[config.mk]
export PLATFORM = sky130hd
export DESIGN_NAME = tc_operand_precond_pipe
export DESIGN_NICKNAME = d
export VERILOG_FILES = /design/src/rtl/tc_pre_pkg.sv /design/src/rtl/tc_lane_negate.sv /design/src/rtl/tc_operand_precond_pipe.sv
export SDC_FILE = /design/constraint.sdc
export NUM_CORES = 1
export LEC_CHECK = 0
export BUFFER_PORTS_ARGS = -buffer_cell sky130_fd_sc_hd__buf_4
export CORE_AREA = 8 8 115 197
export DETAILED_ROUTE_END_ITERATION = 8
export DIE_AREA = 0 0 123 205
export PLACE_DENSITY = 0.69
export SETUP_SLACK_MARGIN = 0.4
export SLEW_MARGIN = 0
export SYNTH_ARGS = -nofsm -noshare
export SYNTH_HDL_FRONTEND = slang
export SYNTH_HIERARCHICAL = 1
export SYNTH_SLANG_ARGS = --single-unit
[constraint.sdc]
create_clock -name clk -period 6.4 [get_ports clk]
set_clock_uncertainty 0.1 [all_clocks]
set_input_delay 0.64 -clock clk [delete_from_list [all_inputs] [get_ports clk]]
set_output_delay 0.64 -clock clk [all_outputs]
set_load 0.01 [all_outputs]
[src/rtl/tc_pre_pkg.sv]
`default_nettype none
// ============================================================================
// Module  : tc_pre_pkg
// Brief   : Opcode/precision encodings and lane helpers for the operand
//           preconditioning pipe.
// Rev     : 1.0
// ============================================================================
package tc_pre_pkg;

  typedef enum logic [1:0] {
    OP_MUL    = 2'b00,
    OP_MULH   = 2'b01,
    OP_MULHSU = 2'b10,
    OP_MULHU  = 2'b11
  } opcode_e;

  typedef enum logic [1:0] {
    PREC_8  = 2'b00,
    PREC_16 = 2'b01,
    PREC_32 = 2'b10,
    PREC_64 = 2'b11
  } prec_e;

  localparam int MAX_NB = 8;

  function automatic logic a_signed(opcode_e op);
    return op != OP_MULHU;
  endfunction

  function automatic logic b_signed(opcode_e op);
    return (op == OP_MUL) || (op == OP_MULH);
  endfunction

  // Bit j is set when byte j is the least-significant byte of its element.
  function automatic logic [MAX_NB-1:0] lane_mask(prec_e prec, int xlen);
    logic [MAX_NB-1:0] m;
    m = '0;
    for (int j = 0; j < MAX_NB; j++) begin
      if ((j < xlen / 8) && ((j & ((1 << int'(prec)) - 1)) == 0)) m[j] = 1'b1;
    end
    return m;
  endfunction

endpackage
`default_nettype wire

[src/rtl/tc_lane_negate.sv]
`default_nettype none
// ============================================================================
// Module  : tc_lane_negate
// Brief   : Segmented conditional two's complement; carries never cross lanes.
// Rev     : 1.0
// ============================================================================
module tc_lane_negate #(
  parameter int XLEN = 32
) (
  input  logic [XLEN-1:0]   data,
  input  logic [XLEN/8-1:0] lane_start,
  input  logic [XLEN/8-1:0] negate,
  output logic [XLEN-1:0]   result
);

  localparam int NB = XLEN / 8;

  logic       carry;
  logic [8:0] byte_sum;

  // The +1 of ~x+1 is injected at every lane start and rippled byte by byte.
  always_comb begin
    result   = data;
    carry    = 1'b0;
    byte_sum = '0;
    for (int j = 0; j < NB; j++) begin
      if (lane_start[j]) carry = 1'b1;
      byte_sum = {1'b0, ~data[j*8 +: 8]} + {8'd0, carry};
      if (negate[j]) begin
        result[j*8 +: 8] = byte_sum[7:0];
        carry            = byte_sum[8];
      end
    end
  end

endmodule
`default_nettype wire

[src/rtl/tc_operand_precond_pipe.sv]
`default_nettype none
// ============================================================================
// Module  : tc_operand_precond_pipe
// Brief   : Two-stage signed-operand preconditioner feeding the Vedic array.
// Rev     : 1.0
// ============================================================================
module tc_operand_precond_pipe
  import tc_pre_pkg::*;
#(
  parameter  int XLEN  = 32,
  parameter  int TAG_W = 4,
  localparam int NB    = XLEN / 8
) (
  input  logic             clk,
  input  logic             rst,
  input  logic             flush,
  input  logic             in_valid,
  output logic             in_ready,
  input  logic [1:0]       in_opcode,
  input  logic [1:0]       in_precision,
  input  logic [XLEN-1:0]  in_a,
  input  logic [XLEN-1:0]  in_b,
  input  logic [TAG_W-1:0] in_tag,
  output logic             out_valid,
  input  logic             out_ready,
  output logic [XLEN-1:0]  out_a_mag,
  output logic [XLEN-1:0]  out_b_mag,
  output logic [NB-1:0]    out_sign_a,
  output logic [NB-1:0]    out_sign_b,
  output logic [NB-1:0]    out_neg_res,
  output logic [TAG_W-1:0] out_tag,
  output logic             out_illegal
);

  opcode_e          op;
  logic             illegal_d;
  logic [NB-1:0]    start_d, sign_a_d, sign_b_d;
  int               msb_byte;

  logic             s1_valid, s2_valid, s1_advance, s2_advance;
  logic [XLEN-1:0]  s1_a, s1_b, a_mag_d, b_mag_d;
  logic [NB-1:0]    s1_start, s1_sign_a, s1_sign_b;
  logic [TAG_W-1:0] s1_tag;
  logic             s1_illegal;

  assign op         = opcode_e'(in_opcode);
  assign s2_advance = !s2_valid || out_ready;
  assign s1_advance = !s1_valid || s2_advance;
  assign in_ready   = !s1_valid || s1_advance;
  assign out_valid  = s2_valid;

  // Every byte of an element copies the element's MSB as its sign.
  always_comb begin
    illegal_d = (XLEN == 32) && (prec_e'(in_precision) == PREC_64);
    start_d   = NB'(lane_mask(prec_e'(in_precision), XLEN));
    sign_a_d  = '0;
    sign_b_d  = '0;
    msb_byte  = 0;
    for (int j = 0; j < NB; j++) begin
      msb_byte = j | ((1 << in_precision) - 1);
      if (!illegal_d && (msb_byte < NB)) begin
        sign_a_d[j] = a_signed(op) && in_a[msb_byte*8 + 7];
        sign_b_d[j] = b_signed(op) && in_b[msb_byte*8 + 7];
      end
    end
  end

  always_ff @(posedge clk) begin
    if (rst) begin
      s1_valid   <= 1'b0;
      s1_a       <= '0;
      s1_b       <= '0;
      s1_start   <= '0;
      s1_sign_a  <= '0;
      s1_sign_b  <= '0;
      s1_tag     <= '0;
      s1_illegal <= 1'b0;
    end else begin
      if (flush)           s1_valid <= 1'b0;
      else if (s1_advance) s1_valid <= in_valid;
      if (s1_advance && in_valid && !flush) begin
        s1_a       <= in_a;
        s1_b       <= in_b;
        s1_start   <= start_d;
        s1_sign_a  <= sign_a_d;
        s1_sign_b  <= sign_b_d;
        s1_tag     <= in_tag;
        s1_illegal <= illegal_d;
      end
    end
  end

  tc_lane_negate #(.XLEN(XLEN)) u_neg_a (
    .data       (s1_a),
    .lane_start (s1_start),
    .negate     (s1_sign_a),
    .result     (a_mag_d)
  );

  tc_lane_negate #(.XLEN(XLEN)) u_neg_b (
    .data       (s1_b),
    .lane_start (s1_start),
    .negate     (s1_sign_b),
    .result     (b_mag_d)
  );

  always_ff @(posedge clk) begin
    if (rst) begin
      s2_valid    <= 1'b0;
      out_a_mag   <= '0;
      out_b_mag   <= '0;
      out_sign_a  <= '0;
      out_sign_b  <= '0;
      out_neg_res <= '0;
      out_tag     <= '0;
      out_illegal <= 1'b0;
    end else begin
      if (flush)           s2_valid <= 1'b0;
      else if (s2_advance) s2_valid <= s1_valid;
      if (s2_advance && s1_valid && !flush) begin
        out_a_mag   <= a_mag_d;
        out_b_mag   <= b_mag_d;
        out_sign_a  <= s1_sign_a;
        out_sign_b  <= s1_sign_b;
        out_neg_res <= s1_sign_a ^ s1_sign_b;
        out_tag     <= s1_tag;
        out_illegal <= s1_illegal;
      end
    end
  end

endmodule
`default_nettype wire
==> results_dict.tcl <==
set metrics [dict create \
    pin_count 160 \
    h-tree-depth 4 \
    status "complete, no violations" \
    clk_path_buf_depth 2 \
    io_buffers 159 \
    rsz0062_at_grt "no" \
    whs_ns 0.356 \
    vias 7535 \
    routedWlPerCell_um 18.6 \
    cpPeakStageDelay_ns 0.46 \
    routed_wl_um 25100 \
    gp_congestion 0.808 \
    grt_remaining_overflow 0 \
    slew_violations 0 \
    finalHoldViolCount 0 \
    intPower_mw 1.79 \
    postCtsHoldBufs 0 \
    clk_pin_slew_ns 0.06 \
    seq_power_share_pct 45.2 \
    period_minus_slack_ns 4.26 \
    cp.required_ns 6.66 \
    syn_inst 996 \
    cts_tree "built" \
    p_total_mw 2.39 \
    final_cells 1350 \
    grt.total_usage_pct 19.9 \
    slew_headroom_pct 20.4 \
    syn_area_um2 7830 \
    combinationalPowerShare_pct 10.2 \
    hold_class "input port to register" \
    p_sw_share_pct 25.0 \
    drcViolationCount 0 \
    min_period_over_period_pct 66.5 \
    crit_top_cell "ha_1" \
    synth.avg_cell_area_um2 7.86 \
    vdd_drop_max_mv 0.134 \
    dieArea_um2 25200 \
    start_kind "register" \
    dr.pass1.iters 6 \
    synth_fp_nets 1089 \
    final_common_cell "o21ai_0" \
    multi_input_area_um2 4080 \
    end_kind "register" \
    insertion_delay_ns 0.44 \
    area_growth_pct 23.1 \
    cts_buffers 17 \
    final_cell_mix "o21ai_0, buf_4, dfxtp_1" \
    setup_viol 0 \
    drive_gt1_share_pct 19.5 \
    timing.fmax_ghz 0.235 \
    critPathKind "register to register" \
    rows 69 \
    setup_slack_ns 2.14 \
    synth-seq-area-share_pct 41.9 \
    ys_ff_latch 164 \
    cts_sinks 164 \
    antenna_cells 0 \
    clock_tree.root_cell "clkbuf_16" \
    p_sw_mw 0.597 \
    grt_pass1_vias 7420 \
    drtIter0Drc 658 \
    worstMarginPinSlew_ns 1.19 \
    dp_slack_ns 2.17 \
    ant_nets 0 \
    clockPowerShare_pct 44.5 \
    dp_hpwl_um 16800 \
    p_leak_nw 3.44 \
    fill_cells 2011 \
    initial_core_util_pct 39.1 \
    cts_resized 0 \
    placedCellCount 1318 \
    ys_warn_count 6 \
    finalNetCount 1182 \
    die_w_um 123 \
    cp_cell_sequence "ha_1 -> ha_1 -> nor4b_1 -> a311o_1 -> ha_1 -> ha_1 -> nand3_1 -> a31oi_1 -> ha_1 -> ha_1 -> inv_1 -> nor4_1 -> nor3b_1 -> a211oi_2 -> ha_1 -> nand2_1 -> o31ai_1 -> xnor2_1 -> nand3_1 -> a21oi_1" \
    antenna_found_initial 0 \
    path_max_fanout 5 \
    grt_pass1_wl_um 39400 \
    synth.distinct_cells 40 \
    core_um2 20000 \
    tns_ns 0 \
    postCtsSetupBuffers 0 \
    max_cap_viol_count 0 \
    die_y_um 205 \
    cp.arrival_ns 4.52 \
    p_per_area_nw_per_um2 248 \
    grt_start_max_net_pins 112 \
    regArea_um2 3280 \
    via_per_inst 5.58 \
    slowest_stage "dfxtp_1" \
]
-- routing by layer --
layer	vias to the layer above	routed length [um]	GRT usage [%]
met3	54	1040	3.75
met2	178	13600	36.1
met4	0	1090	11.0
met1	3583	9360	21.0
met5	-	0	0
li1	3720	-	-
-- critical path: cells and delay by family (launching register included) --
kind | cells | cell delay (ns)
compound gates | 5 | 1.08
xor+xnor | 1 | 0.15
fa+ha+maj | 7 | 1.39
buf+inv | 1 | 0.07
flops | 1 | 0.46
simple gates | 6 | 0.91
-- Yosys cell counts (all sizes together) --
cell type	count	area (um2)
a211oi	7	62.6
a21oi	159	796
a22oi	3	22.5
a311o	2	20.0
a31oi	2	12.5
and2b	1	7.51
and3b	3	26.3
and4	2	17.5
buf	29	161
clkbuf	64	240
dfxtp	164	3280
ha	16	200
inv	26	97.6
mux2	2	22.5
nand2	45	169
nand2b	13	81.3
nand3	152	761
nand4	2	12.5
nor2	17	63.8
nor2b	7	43.8
nor3	8	40.0
nor3b	2	15.0
nor4	4	37.5
nor4b	2	17.5
o2111ai	2	17.5
o21ai	184	921
o31ai	10	85.1
o32ai	4	35.0
o41ai	4	35.0
or3	3	18.8
or4	2	22.5
xnor2	54	473
xor2	1	8.76
-- layout make-up --
| cell class | count | area share, % |
|---|---|---|
| sequential | 164 | 34.1 |
| multi-input combinational | 713 | 42.3 |
| clock inverter | 11 | 1.58 |
| inverter | 26 | 1.01 |
| tap | 248 | 3.22 |
| timing repair buffer | 167 | 13.0 |
| clock buffer | 21 | 4.78 |
-- cell families (layout without fill, tap and decap cells) --
group	count (synthesis)	after routing	share of synthesized area, %
flops	164	164	41.9
mux	2	2	0.288
compound gates	377	377	25.6
simple gates	263	263	17.0
buf+inv	119	225	6.38
fa+ha+maj	16	16	2.56
xor+xnor	55	55	6.15
-- registers in the layout, summed over array words and instances, names as in the netlist, 4 cells and up --
name,flops
s1_sign_b,4
out_sign_a,4
out_tag,4
s1_tag,4
s1_b,32
out_a_mag,32
out_b_mag,32
s1_a,32
s1_start,4
out_sign_b,4
s1_sign_a,4
out_neg_res,4
-- power groups by stage --
stage	clock (mW)	sequential, mW	combinational, mW
final	1.06	1.08	0.245
after global routing	1.13	1.08	0.271
after CTS	1.09	1.08	0.246
after detailed placement	0	1.10	0.245
after global placement	0	1.10	0.242
after floorplan	0	1.09	0.159
-- final timing paths --
kind / to / cells past startpoint / slack [ns] / startpoint
worst max-delay path: out_a_mag[29] / 20 / 2.14 / s1_start[0]
worst min-delay path: s1_valid / 2 / 0.36 / flush
worst max register to register: out_a_mag[29] / 20 / 2.14 / s1_start[0]
worst min register to register: out_tag[0] / 2 / 0.36 / s1_tag[0]
-- metrics by stage --
step / util (%) / instance area [um2]
after floorplan: - / 7830
after global placement: 45.0 / 9020
after detailed placement: 45.0 / 9020
after CTS: 48.1 / 9630
after global routing: 48.1 / 9630
final: 48.1 / 9630
Note: power is estimated with default switching activity, not from simulation.
